File: config.mk
export PLATFORM = sky130hd
export DESIGN_NAME = sine_voice_scheduler_flat
export DESIGN_NICKNAME = d
export VERILOG_FILES = /design/src/rtl/sine_voice_pkg.sv /design/src/rtl/sine_voice_scheduler_if.sv /design/src/rtl/sine_voice_phase_bank.sv /design/src/rtl/sine_voice_scheduler.sv /design/src/flat_wrapper.sv
export SDC_FILE = /design/constraint.sdc
export NUM_CORES = 1
export LEC_CHECK = 0
export ABC_AREA = 1
export BUFFER_PORTS_ARGS = -buffer_cell sky130_fd_sc_hd__buf_4
export CORE_ASPECT_RATIO = 0.75
export CORE_MARGIN = 2
export CORE_UTILIZATION = 25
export DETAILED_ROUTE_END_ITERATION = 10
export PLACE_DENSITY_LB_ADDON = 0.2
export SLEW_MARGIN = 25
export SYNTH_ARGS = -nofsm -noshare
export SYNTH_HDL_FRONTEND = slang
export SYNTH_SLANG_ARGS = --single-unit
File: constraint.sdc
create_clock -name i_clk -period 5.99 [get_ports i_clk]
set_input_delay 0.599 -clock i_clk [delete_from_list [all_inputs] [get_ports i_clk]]
set_output_delay 0.599 -clock i_clk [all_outputs]
set_load 0.005 [all_outputs]
File: src/rtl/sine_voice_pkg.sv
// sine_voice_pkg: shared widths and FSM encoding for the sine voice scheduler.
package sine_voice_pkg;
    localparam int PHASE_W    = 32;
    localparam int LUT_ADDR_W = 16;
    localparam int LUT_DATA_W = 16;
    localparam logic [1:0] S_IDLE  = 2'd0;
    localparam logic [1:0] S_ISSUE = 2'd1;
    localparam logic [1:0] S_DRAIN = 2'd2;
    localparam logic [1:0] S_DONE  = 2'd3;
endpackage

File: src/rtl/sine_voice_scheduler_if.sv
// sine_voice_scheduler_if: tick, config, LUT and mix signals of the scheduler.
// i_gate exists only when SINE_VOICE_GATE_EN is defined.
interface sine_voice_scheduler_if #(
    parameter int NUM_VOICES = 4,
    parameter int MIX_W      = 16 + $clog2(NUM_VOICES)
);
    logic                                  i_sample_tick;
    logic                                  i_cfg_we;
    logic [$clog2(NUM_VOICES)-1:0]         i_cfg_voice;
    logic [sine_voice_pkg::PHASE_W-1:0]    i_cfg_inc;
    logic [sine_voice_pkg::LUT_ADDR_W-1:0] o_lut_addr;
    logic [sine_voice_pkg::LUT_DATA_W-1:0] i_lut_data;
    logic [MIX_W-1:0]                      o_mix;
    logic                                  o_valid;
    logic                                  o_busy;
    logic                                  o_overrun;
`ifdef SINE_VOICE_GATE_EN
    logic [NUM_VOICES-1:0]                 i_gate;
`endif
    modport master (
        output i_sample_tick, i_cfg_we, i_cfg_voice, i_cfg_inc, i_lut_data,
`ifdef SINE_VOICE_GATE_EN
        output i_gate,
`endif
        input  o_lut_addr, o_mix, o_valid, o_busy, o_overrun
    );
    modport slave (
        input  i_sample_tick, i_cfg_we, i_cfg_voice, i_cfg_inc, i_lut_data,
`ifdef SINE_VOICE_GATE_EN
        input  i_gate,
`endif
        output o_lut_addr, o_mix, o_valid, o_busy, o_overrun
    );
endinterface

File: src/rtl/sine_voice_phase_bank.sv
// sine_voice_phase_bank: per-voice tuning words and phase accumulators.
// With SINE_VOICE_GATE_EN, a voice advanced with keep=0 has its phase cleared.
module sine_voice_phase_bank
    import sine_voice_pkg::*;
#(
    parameter int NUM_VOICES = 4
) (
    input  logic                          i_clk,
    input  logic                          i_rst_n,
    input  logic                          we,
    input  logic [$clog2(NUM_VOICES)-1:0] wr_voice,
    input  logic [PHASE_W-1:0]            wr_inc,
    input  logic                          adv,
    input  logic [$clog2(NUM_VOICES)-1:0] sel,
`ifdef SINE_VOICE_GATE_EN
    input  logic                          keep,
`endif
    output logic [PHASE_W-1:0]            rd_phase
);
    logic [PHASE_W-1:0] inc   [NUM_VOICES];
    logic [PHASE_W-1:0] phase [NUM_VOICES];

    assign rd_phase = phase[sel];

    // The advance reads inc before this cycle's write lands, so a same-cycle write waits a frame.
    always_ff @(posedge i_clk or negedge i_rst_n) begin
        if (!i_rst_n) begin
            for (int i = 0; i < NUM_VOICES; i++) begin
                inc[i]   <= '0;
                phase[i] <= '0;
            end
        end else begin
            if (we) inc[wr_voice] <= wr_inc;
`ifdef SINE_VOICE_GATE_EN
            if (adv) phase[sel] <= keep ? phase[sel] + inc[sel] : '0;
`else
            if (adv) phase[sel] <= phase[sel] + inc[sel];
`endif
        end
    end
endmodule

File: src/rtl/sine_voice_scheduler.sv
// sine_voice_scheduler: shares one registered sine LUT among NUM_VOICES voices and mixes them.
// Optional per-voice gating via SINE_VOICE_GATE_EN.
module sine_voice_scheduler
    import sine_voice_pkg::*;
#(
    parameter int NUM_VOICES  = 4,
    parameter int LUT_LATENCY = 1,
    parameter int MIX_W       = 16 + $clog2(NUM_VOICES)
) (
    input logic                   i_clk,
    input logic                   i_rst_n,
    sine_voice_scheduler_if.slave bus
);
    localparam int VW = $clog2(NUM_VOICES);

    logic [1:0]             state;
    logic [VW-1:0]          k;
    logic [LUT_LATENCY:0]   vld;
    logic [LUT_LATENCY:0]   en;
    logic [MIX_W-1:0]       acc;
    logic [MIX_W-1:0]       acc_nxt;
    logic [MIX_W-1:0]       sample;
    logic [PHASE_W-1:0]     rd_phase;
    logic                   issue;
    logic                   keep;
    logic                   last;

    assign issue   = state == S_ISSUE;
`ifdef SINE_VOICE_GATE_EN
    assign keep    = bus.i_gate[k];
`else
    assign keep    = 1'b1;
`endif
    assign sample  = {{(MIX_W-LUT_DATA_W){bus.i_lut_data[LUT_DATA_W-1]}}, bus.i_lut_data};
    assign acc_nxt = acc + ((vld[LUT_LATENCY] && en[LUT_LATENCY]) ? sample : '0);
    // Tags are contiguous and nothing issues in DRAIN, so the oldest tag alone marks the final capture.
    assign last    = vld[LUT_LATENCY] && !(|vld[LUT_LATENCY-1:0]);

    sine_voice_phase_bank #(.NUM_VOICES(NUM_VOICES)) u_bank (
        .i_clk    (i_clk),
        .i_rst_n  (i_rst_n),
        .we       (bus.i_cfg_we),
        .wr_voice (bus.i_cfg_voice),
        .wr_inc   (bus.i_cfg_inc),
        .adv      (issue),
        .sel      (k),
`ifdef SINE_VOICE_GATE_EN
        .keep     (keep),
`endif
        .rd_phase (rd_phase)
    );

    always_ff @(posedge i_clk or negedge i_rst_n) begin
        if (!i_rst_n) begin
            state          <= S_IDLE;
            k              <= '0;
            vld            <= '0;
            en             <= '0;
            acc            <= '0;
            bus.o_lut_addr <= '0;
            bus.o_mix      <= '0;
            bus.o_valid    <= 1'b0;
            bus.o_busy     <= 1'b0;
            bus.o_overrun  <= 1'b0;
        end else begin
            vld         <= {vld[LUT_LATENCY-1:0], issue};
            en          <= {en[LUT_LATENCY-1:0], issue & keep};
            acc         <= acc_nxt;
            bus.o_valid <= 1'b0;
            if (bus.i_sample_tick && state != S_IDLE) bus.o_overrun <= 1'b1;
            if (issue) bus.o_lut_addr <= rd_phase[PHASE_W-1 -: LUT_ADDR_W];
            case (state)
                S_IDLE: if (bus.i_sample_tick) begin
                    state      <= S_ISSUE;
                    k          <= '0;
                    acc        <= '0;
                    bus.o_busy <= 1'b1;
                end
                S_ISSUE: begin
                    k <= k + 1'b1;
                    if (k == VW'(NUM_VOICES - 1)) state <= S_DRAIN;
                end
                S_DRAIN: if (last) begin
                    state       <= S_DONE;
                    bus.o_mix   <= acc_nxt;
                    bus.o_valid <= 1'b1;
                    bus.o_busy  <= 1'b0;
                end
                default: state <= S_IDLE;
            endcase
        end
    end
endmodule

File: src/flat_wrapper.sv
// flat-port wrapper written by rule: the top's interface ports become plain ports
module sine_voice_scheduler_flat import sine_voice_pkg::*;
#(
    parameter int NUM_VOICES  = 4,
    parameter int LUT_LATENCY = 1,
    parameter int MIX_W       = 16 + $clog2(NUM_VOICES)
)
  (i_clk, i_rst_n, bus_i_sample_tick, bus_i_cfg_we, bus_i_cfg_voice, bus_i_cfg_inc, bus_i_lut_data, bus_o_lut_addr, bus_o_mix, bus_o_valid, bus_o_busy, bus_o_overrun);
  sine_voice_scheduler_if #(.NUM_VOICES(NUM_VOICES), .MIX_W(MIX_W)) bus_i ();
  input logic i_clk;
  input logic i_rst_n;
  input wire logic [$bits(bus_i.i_sample_tick)-1:0] bus_i_sample_tick;
  input wire logic [$bits(bus_i.i_cfg_we)-1:0] bus_i_cfg_we;
  input wire logic [$bits(bus_i.i_cfg_voice)-1:0] bus_i_cfg_voice;
  input wire logic [$bits(bus_i.i_cfg_inc)-1:0] bus_i_cfg_inc;
  input wire logic [$bits(bus_i.i_lut_data)-1:0] bus_i_lut_data;
  output wire logic [$bits(bus_i.o_lut_addr)-1:0] bus_o_lut_addr;
  output wire logic [$bits(bus_i.o_mix)-1:0] bus_o_mix;
  output wire logic [$bits(bus_i.o_valid)-1:0] bus_o_valid;
  output wire logic [$bits(bus_i.o_busy)-1:0] bus_o_busy;
  output wire logic [$bits(bus_i.o_overrun)-1:0] bus_o_overrun;
  assign bus_i.i_sample_tick = bus_i_sample_tick;
  assign bus_i.i_cfg_we = bus_i_cfg_we;
  assign bus_i.i_cfg_voice = bus_i_cfg_voice;
  assign bus_i.i_cfg_inc = bus_i_cfg_inc;
  assign bus_i.i_lut_data = bus_i_lut_data;
  assign bus_o_lut_addr = bus_i.o_lut_addr;
  assign bus_o_mix = bus_i.o_mix;
  assign bus_o_valid = bus_i.o_valid;
  assign bus_o_busy = bus_i.o_busy;
  assign bus_o_overrun = bus_i.o_overrun;
  sine_voice_scheduler #(.NUM_VOICES(NUM_VOICES), .LUT_LATENCY(LUT_LATENCY), .MIX_W(MIX_W)) u_core (.i_clk(i_clk), .i_rst_n(i_rst_n), .bus(bus_i));
endmodule
==> results.yml <==
min_path:
  hold_class: "in2async"
clock_network:
  clock-sinks: 317
  root_buffer: "clkbuf_16"
  clk_latency_ns: 0.57
  path_clk_slew_ns: 0.06
  cts_max_level: 2
  cts_buffer_depth: 3
  holdBufCountCts: 0
  cts_tree: "done"
  postCtsSetupBuffers: 0
  cts_made_buffers: 39
  cts_resized: 0
place:
  portBuffers: 90
  place_congestion: 0.8865
  dpl.hpwl_microns: 33940
finish:
  antenna_cells: 0
  regArea_sq_um: 7938
  layout-drive-gt1-share: 0.09059
  area_growth_pct: 17.01
  layout_commonest_cell: "nand2_1"
  multi_input_area_sq_um: 7599
  num-fill-cells: 7208
  nNetsFinal: 2381
  layout_common_cells: "nand2_1, dfrtp_1, o21ai_0"
  final_util: 0.2945
critical_path:
  required_ns: 6.42
  crit_fanout: 75
  cp_data_arrival_time_ns: 4.57
  worstSetupEndpointType: "register"
  start_kind: "register"
  critical_path_class: "reg2reg"
logic_synthesis:
  synth_edf_count: 0
  synth_cell_types: 36
  netlist_instances: 2221
  netlist_area_sq_um: 16730
  yosysWarnings: 0
  synthesis.nets: 2333
  ys_ff_latch: 317
  yosys-top-cells-area: "dfrtp_1, nand2_1, o21ai_0"
  async_reset_ff_frac: 1.000
  synth_largest_area_cell: "dfrtp_1"
  synth_top_flop_cell: "dfrtp_1"
  synth_top_area_share: 0.4740
  ys_seq_area_frac: 0.4740
  avgSynthCellArea_sq_um: 7.535
pwr:
  p_leak_uw: 0.01024
  powerDensity_nw_per_um2: 268.7
  ir_worst_vdd_mv: 0.1500
  power_uw: 5262
grt:
  grt_start_max_net_pins: 161
  antenna_found_initial: 0
  grt_pass1_wl_microns: 82700
  track_usage: 0.1519
  grt_pass1_vias: 14120
  grt_overflow: 0
drt:
  dr.pass1.iters: 5
  vias: 14630
  drt-vias-per-instance: 4.602
  wl_microns: 51880
  postRouteAntennaNets: 0
  first_iter_violations: 1095
  wl_per_cell_microns: 16.32
  drc: 0
timing:
  finalSetupTns_ns: 0
  fin_skew_ns: 0.02299
  finalMaxSlewViolations: 0
  rsz0062_at_grt: "no"
  hold_violations: 0
  relSlewSlack: 0.3071
  finalSetupViolCount: 0
  hold_ws_ns: 0.006966
  fin_crit_ns: 4.144
  tightest_slew_ns: 1.039
  min_period_over_period: 0.6918
  max_freq_mhz: 241.3
floorplanning:
  die_h_microns: 228.1
  ios: 91
  start_util: 0.2517
  die_x_microns: 302.8
  coreArea_sq_um: 66480
  die_area_sq_um: 69050
  num_rows: 82
job:
  cap_violations: 0
outcome:
  status: "finished clean"
critical path: stages, from the launching register on:
cell     delay [ns]
dfrtp_4        0.71
inv_4          0.69
buf_12         0.34
o21ai_0        0.13
o22ai_1        0.46
ha_1           0.41
nand2_1        0.19
nor2_1         0.09
nand2_1        0.07
nand2_1        0.08
a21oi_1        0.28
nand3_1        0.24
nand3_1        0.15
nand2_1        0.08
cells in the mapped netlist (8+ instances only):
library cell    n
xnor2_1        13
nand3_2         8
dfrtp_1       317
a21oi_1        35
o22ai_1        60
ha_1           56
nand2_2        15
nor2_1        194
nand3b_1        9
o21ai_0       314
o21ai_1        14
inv_1         204
nand2_1       727
nand3_1       107
buf_2          24
clkbuf_1       69
xor2_1         10
final timing paths:
path | start | endpoint | slack (ns) | cells past startpoint
hold / removal | i_rst_n | u_core.u_bank.inc[59] | 0.007 | 1
max in group asynchronous | i_rst_n | u_core.bus.o_lut_addr[0] | 4.54 | 2
min in group i_clk | bus_i_sample_tick | u_core.bus.o_overrun | 0.27 | 2
setup / recovery | u_core.k[0] | u_core.u_bank.phase[122] | 1.85 | 13
setup reg to reg | u_core.k[0] | u_core.u_bank.phase[122] | 1.85 | 13
hold reg to reg | u_core.vld[0] | u_core.en[1] | 0.45 | 0
cell type report:
| cell class | count | area share |
|---|---|---|
| Sequential cell | 317 | 0.4054 |
| Tap cell | 882 | 0.05636 |
| Inverter | 214 | 0.04115 |
| Multi-Input combinational cell | 1591 | 0.3881 |
| Clock buffer | 54 | 0.05687 |
| Timing Repair Buffer | 106 | 0.04230 |
| Clock inverter | 14 | 0.009904 |
cells by family (layout without fill, tap and decap cells):
family / count (synthesis) / after routing / share of synthesized area
compound gates: 435 / 435 / 0.1365
flops: 317 / 317 / 0.4740
simple gates: 1074 / 1074 / 0.2591
xor+xnor: 24 / 24 / 0.01301
fa+ha+maj: 58 / 58 / 0.04426
buf+inv: 313 / 388 / 0.07312
layer usage:
layer | track usage | part of all wire | vias to the layer above
li1 | - | - | 7224
met1 | 0.2391 | 0.53 | 7027
met2 | 0.2133 | 0.40 | 312
met3 | 0.02352 | 0.048 | 63
met4 | 0.03602 | 0.017 | 0
met5 | 0 | 0 | -
per-stage QoR:
step / cell area, sq um / std cells / setup slack, ns
6_report: 19580 / 3178 / 1.846
5_1_grt: 19580 / 3178 / 1.444
2_1_floorplan: 16730 / 2221 / 3.233
3_3_place_gp: 18270 / 3110 / 1.929
3_5_place_dp: 18270 / 3110 / 1.884
4_1_cts: 19580 / 3178 / 1.865
power by group:
part           leakage, uW  internal, uW  total (uW)  switching [uW]
Sequential         0.00413          2280        2360            75.1
Clock             0.000637          1470        2430             961
Combinational      0.00547           154         473             319
sequential cells by signal (all words and copies together) (netlist names):
name                   count
u_core.en                  1
u_core.k                   2
u_core.acc                18
u_core.bus.o_busy          1
u_core.u_bank.phase      128
u_core.u_bank.inc        128
u_core.state               2
u_core.bus.o_valid         1
u_core.bus.o_mix          18
u_core.bus.o_lut_addr     16
u_core.bus.o_overrun       1
u_core.vld                 1
No activity file was read; power rests on OpenSTA's default activity.
